==> config.mk <==
export PLATFORM = sky130hd
export DESIGN_NAME = uart_tx_cfg
export DESIGN_NICKNAME = d
export VERILOG_FILES = /design/src/rtl/uart_pkg.sv /design/src/rtl/uart_baud_gen.sv /design/src/rtl/uart_tx_cfg.sv
export SDC_FILE = /design/constraint.sdc
export NUM_CORES = 1
export LEC_CHECK = 0
export ABC_AREA = 1
export CORE_ASPECT_RATIO = 2
export CORE_MARGIN = 2
export CORE_UTILIZATION = 50
export CTS_CLUSTER_DIAMETER = 50
export DETAILED_ROUTE_END_ITERATION = 10
export HOLD_SLACK_MARGIN = 0.03
export PLACE_DENSITY = 0.65
export REMOVE_ABC_BUFFERS = 1
export SKIP_CTS_REPAIR_TIMING = 1
export SYNTH_ARGS = -nofsm -noshare
export SYNTH_HDL_FRONTEND = slang
export SYNTH_SLANG_ARGS = --single-unit
export TNS_END_PERCENT = 100
==> constraint.sdc <==
create_clock -name i_sys_clk -period 5.4 [get_ports i_sys_clk]
set_input_delay 1.08 -clock i_sys_clk [delete_from_list [all_inputs] [get_ports i_sys_clk]]
set_output_delay 1.08 -clock i_sys_clk [all_outputs]
set_load 0.02 [all_outputs]
==> src/rtl/uart_pkg.sv <==
// Shared UART definitions: word-length encodings, TX state machine states and
// the default minimum divisor.
package uart_pkg;

  localparam int unsigned MIN_DIV = 2;

  typedef enum logic [1:0] {
    WLEN_5 = 2'b00,
    WLEN_6 = 2'b01,
    WLEN_7 = 2'b10,
    WLEN_8 = 2'b11
  } wlen_e;

  typedef enum logic [2:0] {
    ST_IDLE,
    ST_START,
    ST_DATA,
    ST_PARITY,
    ST_STOP
  } tx_state_e;

endpackage

==> src/rtl/uart_baud_gen.sv <==
// Baud counter: counts 0..limit-1 and strobes bit_end on the last count.
// Wraps on bit_end and is held at zero while clear is asserted.
module uart_baud_gen #(
  parameter int unsigned W = 17
) (
  input  logic         i_sys_clk,
  input  logic         i_sys_rst_n,
  input  logic         clear,
  input  logic [W-1:0] limit,
  output logic         bit_end
);

  logic [W-1:0] count;

  assign bit_end = (count == limit - W'(1));

  always_ff @(posedge i_sys_clk or negedge i_sys_rst_n) begin
    if (!i_sys_rst_n) begin
      count <= '0;
    end else if (clear || bit_end) begin
      count <= '0;
    end else begin
      count <= count + W'(1);
    end
  end

endmodule

==> src/rtl/uart_tx_cfg.sv <==
// Runtime-configurable UART transmitter: 5-8 data bits, none/odd/even/stick
// parity, 1/1.5/2 stop bits, programmable divisor and line break.
module uart_tx_cfg
  import uart_pkg::*;
#(
  parameter int unsigned DIV_W   = 16,
  parameter int unsigned MIN_DIV = uart_pkg::MIN_DIV
) (
  input  logic             i_sys_clk,
  input  logic             i_sys_rst_n,
  input  logic [7:0]       i_data,
  input  logic             i_valid,
  output logic             o_ready,
  input  logic [DIV_W-1:0] i_divisor,
  input  logic [1:0]       i_wlen,
  input  logic             i_stop2,
  input  logic             i_par_en,
  input  logic             i_par_even,
  input  logic             i_par_stick,
  input  logic             i_break,
  output logic             o_tx,
  output logic             o_busy,
  output logic             o_done
);

  tx_state_e        state;
  logic [7:0]       sh;
  logic [2:0]       bit_cnt;
  logic [2:0]       last_bit;
  logic             par_acc;
  wlen_e            wlen_q;
  logic             par_en_q, par_even_q, stick_q;
  logic [DIV_W-1:0] div_q;
  logic [DIV_W:0]   stop_q;
  logic [DIV_W-1:0] div_in;
  logic [DIV_W:0]   div_in_x, stop_in, limit;
  logic             bit_end, tx_q, done_q, accept, par_data, par_bit;

  assign div_in   = (i_divisor < DIV_W'(MIN_DIV)) ? DIV_W'(MIN_DIV) : i_divisor;
  assign div_in_x = {1'b0, div_in};
  // The whole stop period is one baud-counter interval with its own limit.
  assign stop_in  = (i_stop2 && (i_wlen == WLEN_5)) ? div_in_x + (div_in_x >> 1)
                  : i_stop2                         ? (div_in_x << 1)
                  :                                   div_in_x;

  assign limit    = (state == ST_STOP) ? stop_q : {1'b0, div_q};
  assign last_bit = 3'd4 + 3'(wlen_q);
  assign par_data = par_acc ^ sh[0];
  assign par_bit  = stick_q ? ~par_even_q : (par_even_q ? par_data : ~par_data);

  assign o_ready  = (state == ST_IDLE) || ((state == ST_STOP) && bit_end);
  assign accept   = i_valid && o_ready;

  uart_baud_gen #(.W(DIV_W + 1)) u_baud (
    .i_sys_clk  (i_sys_clk),
    .i_sys_rst_n(i_sys_rst_n),
    .clear      (state == ST_IDLE),
    .limit      (limit),
    .bit_end    (bit_end)
  );

  always_ff @(posedge i_sys_clk or negedge i_sys_rst_n) begin
    if (!i_sys_rst_n) begin
      state      <= ST_IDLE;
      sh         <= '0;
      bit_cnt    <= '0;
      par_acc    <= 1'b0;
      wlen_q     <= WLEN_5;
      par_en_q   <= 1'b0;
      par_even_q <= 1'b0;
      stick_q    <= 1'b0;
      div_q      <= '0;
      stop_q     <= '0;
      tx_q       <= 1'b1;
      done_q     <= 1'b0;
    end else begin
      done_q <= (state == ST_STOP) && bit_end;
      if (accept) begin
        state      <= ST_START;
        sh         <= i_data;
        bit_cnt    <= '0;
        par_acc    <= 1'b0;
        wlen_q     <= wlen_e'(i_wlen);
        par_en_q   <= i_par_en;
        par_even_q <= i_par_even;
        stick_q    <= i_par_stick;
        div_q      <= div_in;
        stop_q     <= stop_in;
        tx_q       <= 1'b0;
      end else if (bit_end) begin
        case (state)
          ST_START: begin
            state <= ST_DATA;
            tx_q  <= sh[0];
          end
          ST_DATA: begin
            par_acc <= par_data;
            sh      <= sh >> 1;
            if (bit_cnt == last_bit) begin
              state <= par_en_q ? ST_PARITY : ST_STOP;
              tx_q  <= par_en_q ? par_bit : 1'b1;
            end else begin
              bit_cnt <= bit_cnt + 3'd1;
              tx_q    <= sh[1];
            end
          end
          ST_PARITY: begin
            state <= ST_STOP;
            tx_q  <= 1'b1;
          end
          ST_STOP: begin
            state <= ST_IDLE;
            tx_q  <= 1'b1;
          end
          default: state <= ST_IDLE;
        endcase
      end
    end
  end

  assign o_tx   = tx_q & ~i_break;
  assign o_busy = (state != ST_IDLE);
  assign o_done = done_q;

endmodule
# ---- Word-level counts from Yosys, hierarchy flattened
# Cells that the tools add are included.
dict set report totals {
  regBits 72
  latch_bits 0
  ram_bits 0
  mem_bits_ro 0
  in_bits 34
  output_inout_bits 4
  wordCells 75
  memories 0
}
dict set report classes {
  addsub 5
  multipliers 0
  n_div 0
  order_cmp 1
  n_eq_ne 8
  n_shift 0
  muxes 27
  bitwise_logic 5
  n_reduce_logical 16
}
# cell count
set op_table {}
lappend op_table {{two-way mux 17 bit} 4}
lappend op_table {{two-way mux 3 bit} 8}
lappend op_table {{two-way mux 8 bit} 3}
lappend op_table {{adder 16 x 15 -> 17 bit} 1}
lappend op_table {{adder 17 x 1 -> 17 bit, second input constant} 1}
lappend op_table {{== test 17 bit} 1}
lappend op_table {{subtractor 17 x 1 -> 17 bit, second input constant} 1}
lappend op_table {{less-than comparator 16 x 2 -> 1 bit, second input constant} 1}
lappend op_table {{two-way mux 16 bit} 1}
lappend op_table {{two-way mux 1 bit} 9}
lappend op_table {{one-hot mux 3 bit (3 select lines)} 1}
lappend op_table {{== test 3 x 2 -> 1 bit, second input constant} 2}
lappend op_table {{AND reduction 2 bit} 3}
lappend op_table {{nonzero test 2 bit} 2}
lappend op_table {{nonzero test 4 bit} 1}
lappend op_table {{adder 3 x 1 -> 3 bit, second input constant} 1}
lappend op_table {{adder 3 x 2 -> 3 bit, first input constant} 1}
lappend op_table {{== test 3 x 1 -> 1 bit, second input constant} 1}
lappend op_table {{== test 3 bit} 1}
lappend op_table {{== test 3 bit, second input constant} 1}
lappend op_table {{logical AND 1 bit} 3}
lappend op_table {{logical NOT 3 bit} 1}
lappend op_table {{!= test 3 bit, second input constant} 1}
lappend op_table {{NOT 1 bit} 3}
lappend op_table {{other kinds (9)} 10}

# ---- Depth between registers and ports, before layout
# Gate-level depths: netlist of run 1.
dict set report depth {
  word_depth 9
  ltp_mapped 23
}

# ---- By module
# Synthesis of run 1 repeated with hierarchy kept, for this count alone.
dict set report hier_totals {
  cells_unflattened 761
  hier_area_um2 5323.9
}
# module n_inst cells_per_inst area_per_inst_um2
set by_module_without_submodules {}
lappend by_module_without_submodules {uart_tx_cfg 1 514 3733.6}
lappend by_module_without_submodules {uart_baud_gen 1 247 1590.3}

# ---- Worst setup path before layout of run 1
# Ideal clock, no wire load.
dict set report synth_path {
  path_type {input port to flip-flop}
  startpoint {input i_divisor[14]}
  endpoint {register stop_q[11]}
  setup_time_ns 0.116
  arrival_time_ns 3.464
  slack_ns 1.819
  path_stages 21
  cell_sequence {inv_1 > ha_1 > nand3_1 > nor2_1 > and2_1 > nor2_1 > inv_1 > ha_1 > nand3_1 > nand3_1 > a21o_1 > nand2_1 > nand2_1 > a21boi_0 > o21ai_0 > nand2_1 > nand2_1 > o21ai_0 > nand2_1 > nand2_1 > nand2_1}
}
dict set report synth_via {
  elab_chain_len 4
}
# item line_no
set synth_rtl {}
lappend synth_rtl {{start: declaration} uart_tx_cfg.sv:14} ;# input logic [DIV_W-1:0] i_divisor,
lappend synth_rtl {{less-than comparator 16 x 2 -> 1 bit} uart_tx_cfg.sv:39} ;# assign div_in = (i_divisor < DIV_W'(MIN_DIV)) ? DIV_W'(MIN_DIV) : i_divisor;
lappend synth_rtl {{two-way mux 16 bit} uart_tx_cfg.sv:39}
lappend synth_rtl {{named net div_in[1]} uart_tx_cfg.sv:35} ;# logic [DIV_W-1:0] div_in;
lappend synth_rtl {{adder 16 x 15 -> 17 bit} uart_tx_cfg.sv:42} ;# assign stop_in = (i_stop2 && (i_wlen == WLEN_5)) ? div_in_x + (div_in_x >> 1)
lappend synth_rtl {{two-way mux 17 bit} uart_tx_cfg.sv:42}
lappend synth_rtl {{end signal: assignment} uart_tx_cfg.sv:88} ;# stop_q <= stop_in;
lappend synth_rtl {{end: declaration} uart_tx_cfg.sv:34} ;# logic [DIV_W:0] stop_q;
# The timed path passes the listed nets, and every way through them passes these cells.
# A chain may end at the register's enable or synchronous reset.

# ---- Worst setup path in the final report of run 1
dict set report layout_path {
  startpoint {register state[0]}
  endpoint {output o_ready}
}
dict set report layout_via {
  elab_chain_len 6
}
# item line_no
set layout_rtl {}
lappend layout_rtl {{start: declaration} uart_tx_cfg.sv:26} ;# tx_state_e state;
lappend layout_rtl {{start signal: assignment} uart_tx_cfg.sv:100} ;# state <= par_en_q ? ST_PARITY : ST_STOP;
lappend layout_rtl {{== test 3 bit} {uart_tx_cfg.sv:46, uart_tx_cfg.sv:51}}
lappend layout_rtl {{two-way mux 17 bit} uart_tx_cfg.sv:46} ;# assign limit = (state == ST_STOP) ? stop_q : {1'b0, div_q};
lappend layout_rtl {{subtractor 17 x 1 -> 17 bit} uart_baud_gen.sv:15} ;# assign bit_end = (count == limit - W'(1));
lappend layout_rtl {{== test 17 bit} uart_baud_gen.sv:15}
lappend layout_rtl {{logical AND 1 bit} uart_tx_cfg.sv:51} ;# assign o_ready = (state == ST_IDLE) || ((state == ST_STOP) && bit_end);
lappend layout_rtl {{logical OR 1 bit *} uart_tx_cfg.sv:51}
lappend layout_rtl {{end: declaration} uart_tx_cfg.sv:13} ;# output logic o_ready,
# Mark *: on every way between the ends. The rest lies on a longest branch, timed or not.

==> out/metrics.csv, run 1 <==
stage,metric,value,unit
status,status,completed,
hold_path,worst hold path type,reg -> reg,
route,detailed-route via count,5399,
cts,clock-pin slew on the worst setup and hold paths,0.06,ns
global_route,global-route wire length before repair,23.8,mm
route,TritonRoute pass-1 iters,5,
timing,Worst-Margin Slew,0.814,ns
layout,Synth-to-Final Area Change,13.1,%
timing,final setup margin,0.716,ns
floorplanning,FP Rows,55,
synthesis,post-synth top area cell,dfrtp_1,
timing,slew margin rel.,0.456,
pwr,PD cells,228,mW/mm^2
layout,Ant. Diodes,0,
layout,sequential cell area,0.00180,mm^2
route,uppermost routed layer,met4,
timing,final hold vios,0,
setup_path,critical path's most frequent cell,nand2_1,
timing,RSZ-0062 raised after global routing,no,
timing,# setup viols final,0,
synthesis,mapped cell area,0.00566,mm^2
floorplanning,die span in x,79.2,um
setup_path,worst path cell trace,nor2_4 -> buf_4 -> nand3_1 -> nand2_2 -> ha_1 -> nand2_1 -> nor2_2 -> nand3_1 -> nand2_1 -> nand2_1 -> inv_1 -> nand2_1 -> nor2_1 -> nand2_1 -> nor2_4 -> nand3_2 -> nand2_2 -> clkdlybuf4s50_1,
synthesis,synthesized area per cell,6.47,um^2
floorplanning,Core Region,0.0111,mm^2
route,wire per inst,13.3,um
route,Initial DRC Count,306,
route,DRC errors left,0,
cts,clk root buf,clkbuf_16,
synthesis,largest cells by area after synthesis,"dfrtp_1 (31%), nand2_1 (19%), inv_1 (7.8%)",
route,wl on met1,5.97,mm
route,"wirelength, routed",13.9,mm
setup_path,CP Capture Type,output port,
setup_path,kind of critical path,reg -> out,
global_route,largest net degree at the start of global routing,56,
route,met2 routed WL,7.32,mm
setup_path,CP max stage delay,0.62,ns
placement,# port buffers,37,
pwr,"Power, Total",0.00146,W
timing,max-slew violations,0,
cts,"Clk Latency, worst-skew pair",0.34,ns
setup_path,signal arrival time at the worst endpoint,3.60,ns
floorplanning,I/O pins,38,
timing,Tmin final,4.68,ns
layout,post-layout util,0.574,
timing,Final Cycle Share,0.867,
placement,Setup WS pre-CTS,0.841,ns
pwr,worst IR drop on VDD,0.000199,V
synthesis,area fraction of the dominant cell type after synthesis,0.314,
synthesis,Mapped Cells,875,
cts,clock buffer count from CTS,9,
layout,fin nets,952,
global_route,GRT Total Usage,0.245,
setup_path,CP Launch Type,flop,
synthesis,warnings from Yosys,0,
layout,Multi-input gate area,0.00319,mm^2
timing,Final TNS setup,0,ns
layout,most frequent cells in the layout,"nand2_1 (287), inv_1 (118), nor2_1 (81)",
route,Post-DRT Antenna Nets,0,
route,Avg Vias per Cell,5.18,
timing,Clock Skew,0.00576,ns
floorplanning,die area,0.0122,mm^2
placement,GP Congestion,0.877,
floorplanning,starting density of the core,0.508,
global_route,total gr overflow,0,
layout,"most common cell after layout, fill and taps aside",nand2_1,
cts,clk buf depth,2,
timing,highest clock rate,213,MHz
setup_path,worst path required time,4.32,ns
global_route,initial antenna violation count,0,
global_route,number of global-route vias before repair,5243,
synthesis,"flops & latches, synth",72,
route,metal3 WL,395,um
floorplanning,die height,154,um
layout,# fillers,1179,
layout,share of cells above drive strength 1,0.0555,
pwr,P_leak,3.36,nW
cts,htree depth,3,
synthesis,register area share after synthesis,0.319,
cts,TritonCTS clock tree,yes,
setup_path,Crit-path slowest cell,clkdlybuf4s50_1,
synthesis,Synth cell types,40,
placement,hpwl dp,10.8,mm
setup_path,crit-path max FO,24,
cts,clk sinks,72,
job,max cap viols,0,
==> routing by layer <==
| metal | vias to the layer above | GRT usage |
|---|---|---|
| met5 | - | 0 |
| met4 | 0 | 0.0640 |
| met3 | 18 | 0.0356 |
| met2 | 71 | 0.443 |
| met1 | 2494 | 0.301 |
| li1 | 2816 | - |
==> path summary, 6_finish.rpt <==
kind / startpoint / end / slack (ns) / cells past startpoint
worst max-delay path: state[0] / o_ready / 0.72 / 18
worst min-delay path: stop_q[13] / stop_q[13] / 0.48 / 2
worst max register to register: state[0] / stop_q[3] / 1.66 / 20
worst min register to register: stop_q[13] / stop_q[13] / 0.48 / 2
max in group asynchronous: i_sys_rst_n / tx_q / 3.58 / 2
min in group asynchronous: i_sys_rst_n / div_q[0] / 0.80 / 1
==> state kept, by name, summed over array words and instances (netlist names) <==
signal,count
stop_q,17
u_baud.count,17
div_q,16
sh,8
bit_cnt,3
state,3
wlen_q,2
o_done,1
par_acc,1
par_en_q,1
par_even_q,1
stick_q,1
tx_q,1
==> per-stage QoR <==
stage               std cells  hold WS (ns)  instance area, um^2
detailed placement       1027         0.479                 6050
global route             1043         0.524                 6400
floorplan                 841         0.449                 5450
finish                   1043         0.484                 6400
global placement         1027         0.468                 6050
CTS                      1043         0.491                 6400
==> cell usage after synthesis, drive strengths merged <==
library cell  number
and2               2
ha                21
o21ai             56
inv              120
dfstp              1
a21o               1
clkbuf            16
a21oi             32
xnor2              2
o22ai              4
nand3b             6
nand4             13
a22oi              3
fa                 1
dfrtp             71
a21boi             3
nor2              92
nand3             71
xor2              12
nor3              12
o21a               1
nand2            294
nor3b              6
clkinv             2
o221ai             8
nor4               4
buf               18
o21bai             2
and3               1
==> final cells by class <==
class	instances	area share
clock buffer	11	0.0395
sequential	72	0.282
multi-input combinational	647	0.498
timing repair buffer	44	0.0653
clock inverter	5	0.0160
inverter	122	0.0715
tap	142	0.0278
==> worst max-delay path: cells and delay by family (launching register included) <==
kind | cells | cell delay (ns)
and+or+nand+nor | 14 | 1.66
DFF | 1 | 0.43
buffers and inverters | 3 | 0.96
adders and majority gates | 1 | 0.22
==> power by group <==
group	internal, W	leakage, nW	total [W]	switching (W)
Clock	0.000475	0.172	0.000704	0.000228
Sequential	0.000555	0.914	0.000565	0.00000954
Combinational	0.0000765	2.27	0.000190	0.000113
==> cell families after synthesis <==
group / share of synthesized area
DFF: 0.319
and+or+nand+nor: 0.382
AOI/OAI and AO/OA: 0.111
buffers and inverters: 0.118
xor gates and xnor gates: 0.0217
adders and majority gates: 0.0500
Note: power is estimated with default switching activity, not from simulation.
==> run 2, diff against run 1 <==
--- a/config.mk
+++ b/config.mk
@@ -11,8 +11,9 @@
 export CORE_UTILIZATION = 50
 export CTS_CLUSTER_DIAMETER = 50
 export DETAILED_ROUTE_END_ITERATION = 10
+export DONT_BUFFER_PORTS = 1
 export HOLD_SLACK_MARGIN = 0.03
-export PLACE_DENSITY = 0.65
+export PLACE_DENSITY = 0.61
 export REMOVE_ABC_BUFFERS = 1
 export SKIP_CTS_REPAIR_TIMING = 1
 export SYNTH_ARGS = -nofsm -noshare
==> constraint.sdc (replaced) <==
create_clock -name i_sys_clk -period 5.37 [get_ports i_sys_clk]
set_input_delay 1.074 -clock i_sys_clk [delete_from_list [all_inputs] [get_ports i_sys_clk]]
set_output_delay 1.074 -clock i_sys_clk [all_outputs]
set_load 0.02 [all_outputs]
==> run 2 against run 1 <==
Flip-flop and latch count stayed put. Cell area down 6.3%. First-iteration DRC count fell by 14%. Die area unchanged. Via count shrank 2.8%. Cell count is 3.8% lower. Hold slack got worse by 0.059 ns. Sequential power grew 0.7%. Combinational power fell by 22%. Total power fell by 4.5%.
==> out/metrics.csv, run 2 (synthesis gave the netlist of run 1 again) <==
stage,metric,value,unit,change
setup_path,kind of critical path,reg -> out,,
route,detailed-route via count,5246,,-2.8%
cts,clk buf depth,2,,unchanged
global_route,busiest grt layer,met2,,
timing,Clock Skew,0.00563,ns,-0.000128 ns
route,Initial DRC Count,263,,-14%
global_route,total gr overflow,0,,unchanged
timing,Final TNS setup,0,ns,unchanged
layout,post-layout util,0.538,,-0.0360
floorplanning,die span in x,79.2,um,unchanged
global_route,initial antenna violation count,0,,unchanged
route,Avg Vias per Cell,5.23,,+1.0%
cts,clock buffer count from CTS,9,,unchanged
placement,placed cell area,0.00566,mm^2,-6.4%
hold_path,worst hold path type,in -> async,,
status,status,completed,,
floorplanning,I/O pins,38,,unchanged
timing,Worst-Margin Slew,0.723,ns,-0.0901 ns
timing,highest clock rate,232,MHz,
setup_path,signal arrival time at the worst endpoint,3.23,ns,-0.37 ns
setup_path,worst r2r src,state[2],,
global_route,M1 GR Usage,0.293,,-0.00737
layout,Synth-to-Final Area Change,6.04,%,
placement,GP Congestion,0.891,,+1.6%
setup_path,CP Capture Type,output port,,
pwr,PD cells,232,mW/mm^2,+1.9%
layout,biggest regs,"stop_q (17), u_baud.count (17), div_q (16)",,
floorplanning,starting density of the core,0.508,,unchanged
layout,final instance area,0.00600,mm^2,-6.3%
timing,slew margin rel.,0.516,,+0.0597
cts,clk sinks,72,,unchanged
timing,Final Cycle Share,0.802,,
layout,"most common cell after layout, fill and taps aside",nand2_1,,
route,DRC errors left,0,,unchanged
floorplanning,die area,0.0122,mm^2,unchanged
setup_path,crit path from,state[2],,
layout,share of cells above drive strength 1,0.0534,,-0.00207
route,Post-DRT Antenna Nets,0,,unchanged
timing,max-slew violations,0,,unchanged
layout,fin nets,912,,-4.2%
pwr,worst IR drop on VDD,0.000214,V,+7.8%
timing,# setup viols final,0,,unchanged
floorplanning,die height,154,um,unchanged
floorplanning,Core Region,0.0111,mm^2,unchanged
timing,RSZ-0062 raised after global routing,no,,
route,wire per inst,14.1,um,+5.8%
global_route,GRT Total Usage,0.250,,+0.00476
placement,# port buffers,0,,-100%
layout,most frequent cells in the layout,"nand2_1 (287), inv_1 (118), nor2_1 (81)",,
setup_path,worst path required time,4.30,ns,-0.02 ns
cts,TritonCTS clock tree,yes,,
cts,clock-pin slew on the worst setup and hold paths,0.06,ns,about the same
global_route,number of global-route vias before repair,5156,,-1.7%
cts,"Clk Latency, worst-skew pair",0.34,ns,about the same
global_route,met3 GRT Util,0.0315,,-0.00408
global_route,global-route wire length before repair,24.0,mm,+0.64%
global_route,largest net degree at the start of global routing,73,,+30%
setup_path,crit-path max FO,31,,+29%
cts,htree depth,3,,unchanged
route,"wirelength, routed",14.2,mm,+1.8%
timing,final hold vios,0,,unchanged
job,max cap viols,0,,unchanged
placement,hpwl dp,10.8,mm,+0.19%
route,TritonRoute pass-1 iters,5,,unchanged
pwr,P_leak,3.19,nW,-5.0%
cts,clk root buf,clkbuf_16,,
layout,Ant. Diodes,0,,unchanged
floorplanning,FP Rows,55,,unchanged
global_route,GR met2 Demand/Resource,0.460,,+0.0174
setup_path,CP Launch Type,flop,,
timing,Tmin final,4.31,ns,
==> run 2: changes by cell type in the layout (fill, tap and decap cells not counted), sizes merged <==
cell,previous run,this run
clkinv,3,2
clkinvlp,1,2
buf,8,4
clkdlybuf4s50,36,0
bufinv,3,2
clkbuf,11,12
==> run 2: worst max-delay path: stages, from the launching register on <==
cell and delay, ns:
dfrtp_1 0.36, buf_4 0.23, nand2_2 0.49, nand2_1 0.13, nand2_2 0.13, ha_1 0.21
nand2_1 0.10, nor2_2 0.25, nand3_1 0.12, nand3_1 0.12, nand2_1 0.08, nor2_1 0.10
nand2_1 0.11, nor2_4 0.14, nand3_2 0.12, nand2_2 0.20
==> run 2: final timing paths <==
check                             endpoint  slack, ns  depth (start not counted)
worst max-delay path               o_ready       1.06                         15
worst min-delay path             div_q[10]       0.43                          0
worst max register to register    div_q[7]       1.57                         18
worst min register to register  stop_q[15]       0.48                          2
max in group asynchronous             tx_q       4.73                          0
min in group i_sys_clk          stop_q[15]       0.48                          2
==> run 2: layer usage <==
layer,share of wire,vias up,routed length (um)
met2,0.54,52,7700
li1,-,2740,-
met4,0.023,0,332
met1,0.41,2435,5870
met3,0.018,19,254
met5,0,-,0
==> run 2: area by class of cell <==
cell class                 instances  area [um^2]
timing repair buffer               4         30.0
tap                              142          178
sequential                        72         1800
clock inverter                     4         75.1
fill                            1189         5150
multi-input combinational        647         3190
clock buffer                      12          267
inverter                         122          458
==> run 2: power by group <==
| group | leakage [nW] | switching (W) | internal, W |
|---|---|---|---|
| combinational | 2.11 | 0.0000929 | 0.0000564 |
| sequential | 0.914 | 0.0000107 | 0.000558 |
| clock | 0.161 | 0.000229 | 0.000444 |
==> run 2: stage by stage <==
step | std cells | hold WS [ns] | power [W] | setup WS, ns
CTS | 1003 | 0.414 | 0.00141 | 1.04
detailed placement | 987 | 0.469 | 0.000728 | 1.34
finish | 1003 | 0.425 | 0.00139 | 1.06
global placement | 987 | 0.470 | 0.000725 | 1.46
floorplan | 841 | 0.449 | 0.000694 | 1.70
global route | 1003 | 0.414 | 0.00145 | 0.668
==> run 3, diff against run 2 <==
==> constraint.sdc (replaced) <==
create_clock -name i_sys_clk -period 4.1 [get_ports i_sys_clk]
set_input_delay 0.82 -clock i_sys_clk [delete_from_list [all_inputs] [get_ports i_sys_clk]]
set_output_delay 0.82 -clock i_sys_clk [all_outputs]
set_load 0.02 [all_outputs]
==> run 3 against run 2 <==
Largest cell class unchanged. Wire length is 2.1% lower. Clock skew is 0.0017 ns higher. Global-route usage shrank 0.43 points. Sequential power grew 31%. Critical path type unchanged. Flip-flop and latch count did not move. Total power up 31%. Cell area increased by 0.92%.
==> out/metrics.csv, run 3 (synthesis gave the netlist of run 1 again) <==
stage,metric,value,unit,change
status,status,completed,,
setup_path,kind of critical path,reg -> out,,
setup_path,worst path required time,3.28,ns,-1.02 ns
job,max cap viols,0,,unchanged
timing,slew margin rel.,0.480,,-0.0364
timing,Tmin final,3.78,ns,
setup_path,R2R cell count,20,,+2
global_route,number of global-route vias before repair,5109,,-0.91%
global_route,initial antenna violation count,0,,unchanged
timing,# setup viols final,0,,unchanged
pwr,P_leak,3.23,nW,+1.3%
timing,Final Cycle Share,0.922,,
route,wire per inst,13.7,um,-2.6%
cts,htree depth,3,,unchanged
route,TritonRoute pass-1 iters,5,,unchanged
setup_path,crit-path max FO,14,,-55%
timing,max-slew violations,0,,unchanged
timing,RSZ-0062 raised after global routing,no,,
placement,GP Congestion,0.867,,-2.7%
floorplanning,Core Region,0.0111,mm^2,unchanged
route,DRC errors left,0,,unchanged
route,detailed-route via count,5252,,+0.11%
setup_path,CP Launch Type,flop,,
layout,biggest regs,"stop_q (17), u_baud.count (17), div_q (16)",,
cts,TritonCTS clock tree,yes,,
layout,fin nets,917,,+0.55%
setup_path,CP Capture Type,output port,,
route,Post-DRT Antenna Nets,0,,unchanged
timing,highest clock rate,265,MHz,
setup_path,signal arrival time at the worst endpoint,2.96,ns,-0.27 ns
floorplanning,starting density of the core,0.508,,unchanged
layout,# fillers,1131,,-4.9%
pwr,worst IR drop on VDD,0.000231,V,+7.8%
global_route,GRT Total Usage,0.246,,-0.00431
placement,hpwl dp,10.7,mm,-0.58%
timing,Clock Skew,0.00738,ns,+0.00175 ns
floorplanning,die height,154,um,unchanged
global_route,global-route wire length before repair,23.7,mm,-1.2%
cts,clk sinks,72,,unchanged
layout,Ant. Diodes,0,,unchanged
floorplanning,die area,0.0122,mm^2,unchanged
cts,clk root buf,clkbuf_16,,
cts,clock-pin slew on the worst setup and hold paths,0.06,ns,about the same
layout,most frequent cells in the layout,"nand2_1 (287), inv_1 (118), nor2_1 (81)",,
route,Initial DRC Count,270,,+2.7%
floorplanning,die span in x,79.2,um,unchanged
placement,# port buffers,0,,unchanged
timing,Worst-Margin Slew,0.778,ns,+0.0543 ns
global_route,total gr overflow,0,,unchanged
route,"wirelength, routed",13.9,mm,-2.1%
floorplanning,I/O pins,38,,unchanged
layout,"most common cell after layout, fill and taps aside",nand2_1,,
timing,Final TNS setup,0,ns,unchanged
cts,clk buf depth,2,,unchanged
cts,"Clk Latency, worst-skew pair",0.34,ns,about the same
pwr,PD cells,302,mW/mm^2,+30%
timing,final hold vios,0,,unchanged
route,Avg Vias per Cell,5.21,,-0.38%
layout,Synth-to-Final Area Change,7.01,%,
layout,share of cells above drive strength 1,0.0589,,+0.00547
hold_path,worst hold path type,in -> async,,
cts,clock buffer count from CTS,9,,unchanged
floorplanning,FP Rows,55,,unchanged
global_route,largest net degree at the start of global routing,73,,unchanged
timing,Hold WS,0.172,ns,-0.254 ns
[run 3: cell count changes in the layout (fill, tap and decap cells not counted)]
cell and change:
nand2_2 -1, buf_4 +4, buf_12 +1, nand2_4 +1
[run 3: area by class of cell]
cell class	instances	area, um^2	share of cell area
Clock inverter	4	75.1	0.0124
Multi-Input combinational cell	647	3200	0.528
Timing Repair Buffer	9	80.1	0.0132
Sequential cell	72	1800	0.298
Tap cell	142	178	0.0293
Inverter	122	458	0.0756
Clock buffer	12	267	0.0440
[run 3: worst max-delay path, stage by stage (launching register included)]
cell and delay [ns]:
dfrtp_1 0.41, nor2_4 0.32, nand2_4 0.22, buf_4 0.23, nand2_2 0.07, nand2_1 0.07
nor2_2 0.21, nand2_1 0.07, nor2_1 0.12, nand3_1 0.09, nand2_1 0.10, nand2_1 0.06
nor2_1 0.10, nand2_1 0.10, nor2_4 0.12, nand3_2 0.13, nand2_2 0.20
[run 3: path summary, 6_finish.rpt]
| check | from | endpoint | slack (ns) |
|---|---|---|---|
| min | i_sys_rst_n | stop_q[1] | 0.17 |
| max reg2reg | state[1] | div_q[14] | 0.68 |
| max in group asynchronous | i_sys_rst_n | tx_q | 3.70 |
| min reg2reg | stop_q[13] | stop_q[13] | 0.48 |
| max | state[1] | o_ready | 0.32 |
| min in group i_sys_clk | stop_q[13] | stop_q[13] | 0.48 |
[run 3: power by group]
| group | switching (W) | leakage (nW) | internal [W] | total, W |
|---|---|---|---|---|
| Combinational | 0.000121 | 2.15 | 0.0000736 | 0.000195 |
| Sequential | 0.0000127 | 0.914 | 0.000731 | 0.000744 |
| Clock | 0.000305 | 0.161 | 0.000582 | 0.000888 |
| Total | 0.000439 | 3.23 | 0.00139 | 0.00183 |
[run 3: per-stage QoR]
stage | total power [W] | setup WS [ns] | area, um^2 | util | cells
CTS | 0.00184 | 0.174 | 6050 | 0.543 | 1008
finish | 0.00183 | 0.319 | 6060 | 0.543 | 1008
floorplan | 0.000908 | 0.684 | 5450 | - | 841
detailed placement | 0.000951 | 0.385 | 5710 | 0.512 | 992
global placement | 0.000949 | 0.373 | 5710 | 0.512 | 992
global route | 0.00190 | 0.0415 | 6060 | 0.543 | 1008
[run 3: routing by layer]
| metal | routed length, um | GRT usage | vias to the layer above |
|---|---|---|---|
| met5 | 0 | 0 | - |
| met4 | 242 | 0.0739 | 0 |
| met3 | 261 | 0.0286 | 17 |
| met2 | 7370 | 0.448 | 62 |
| met1 | 5980 | 0.297 | 2419 |
| li1 | - | - | 2754 |
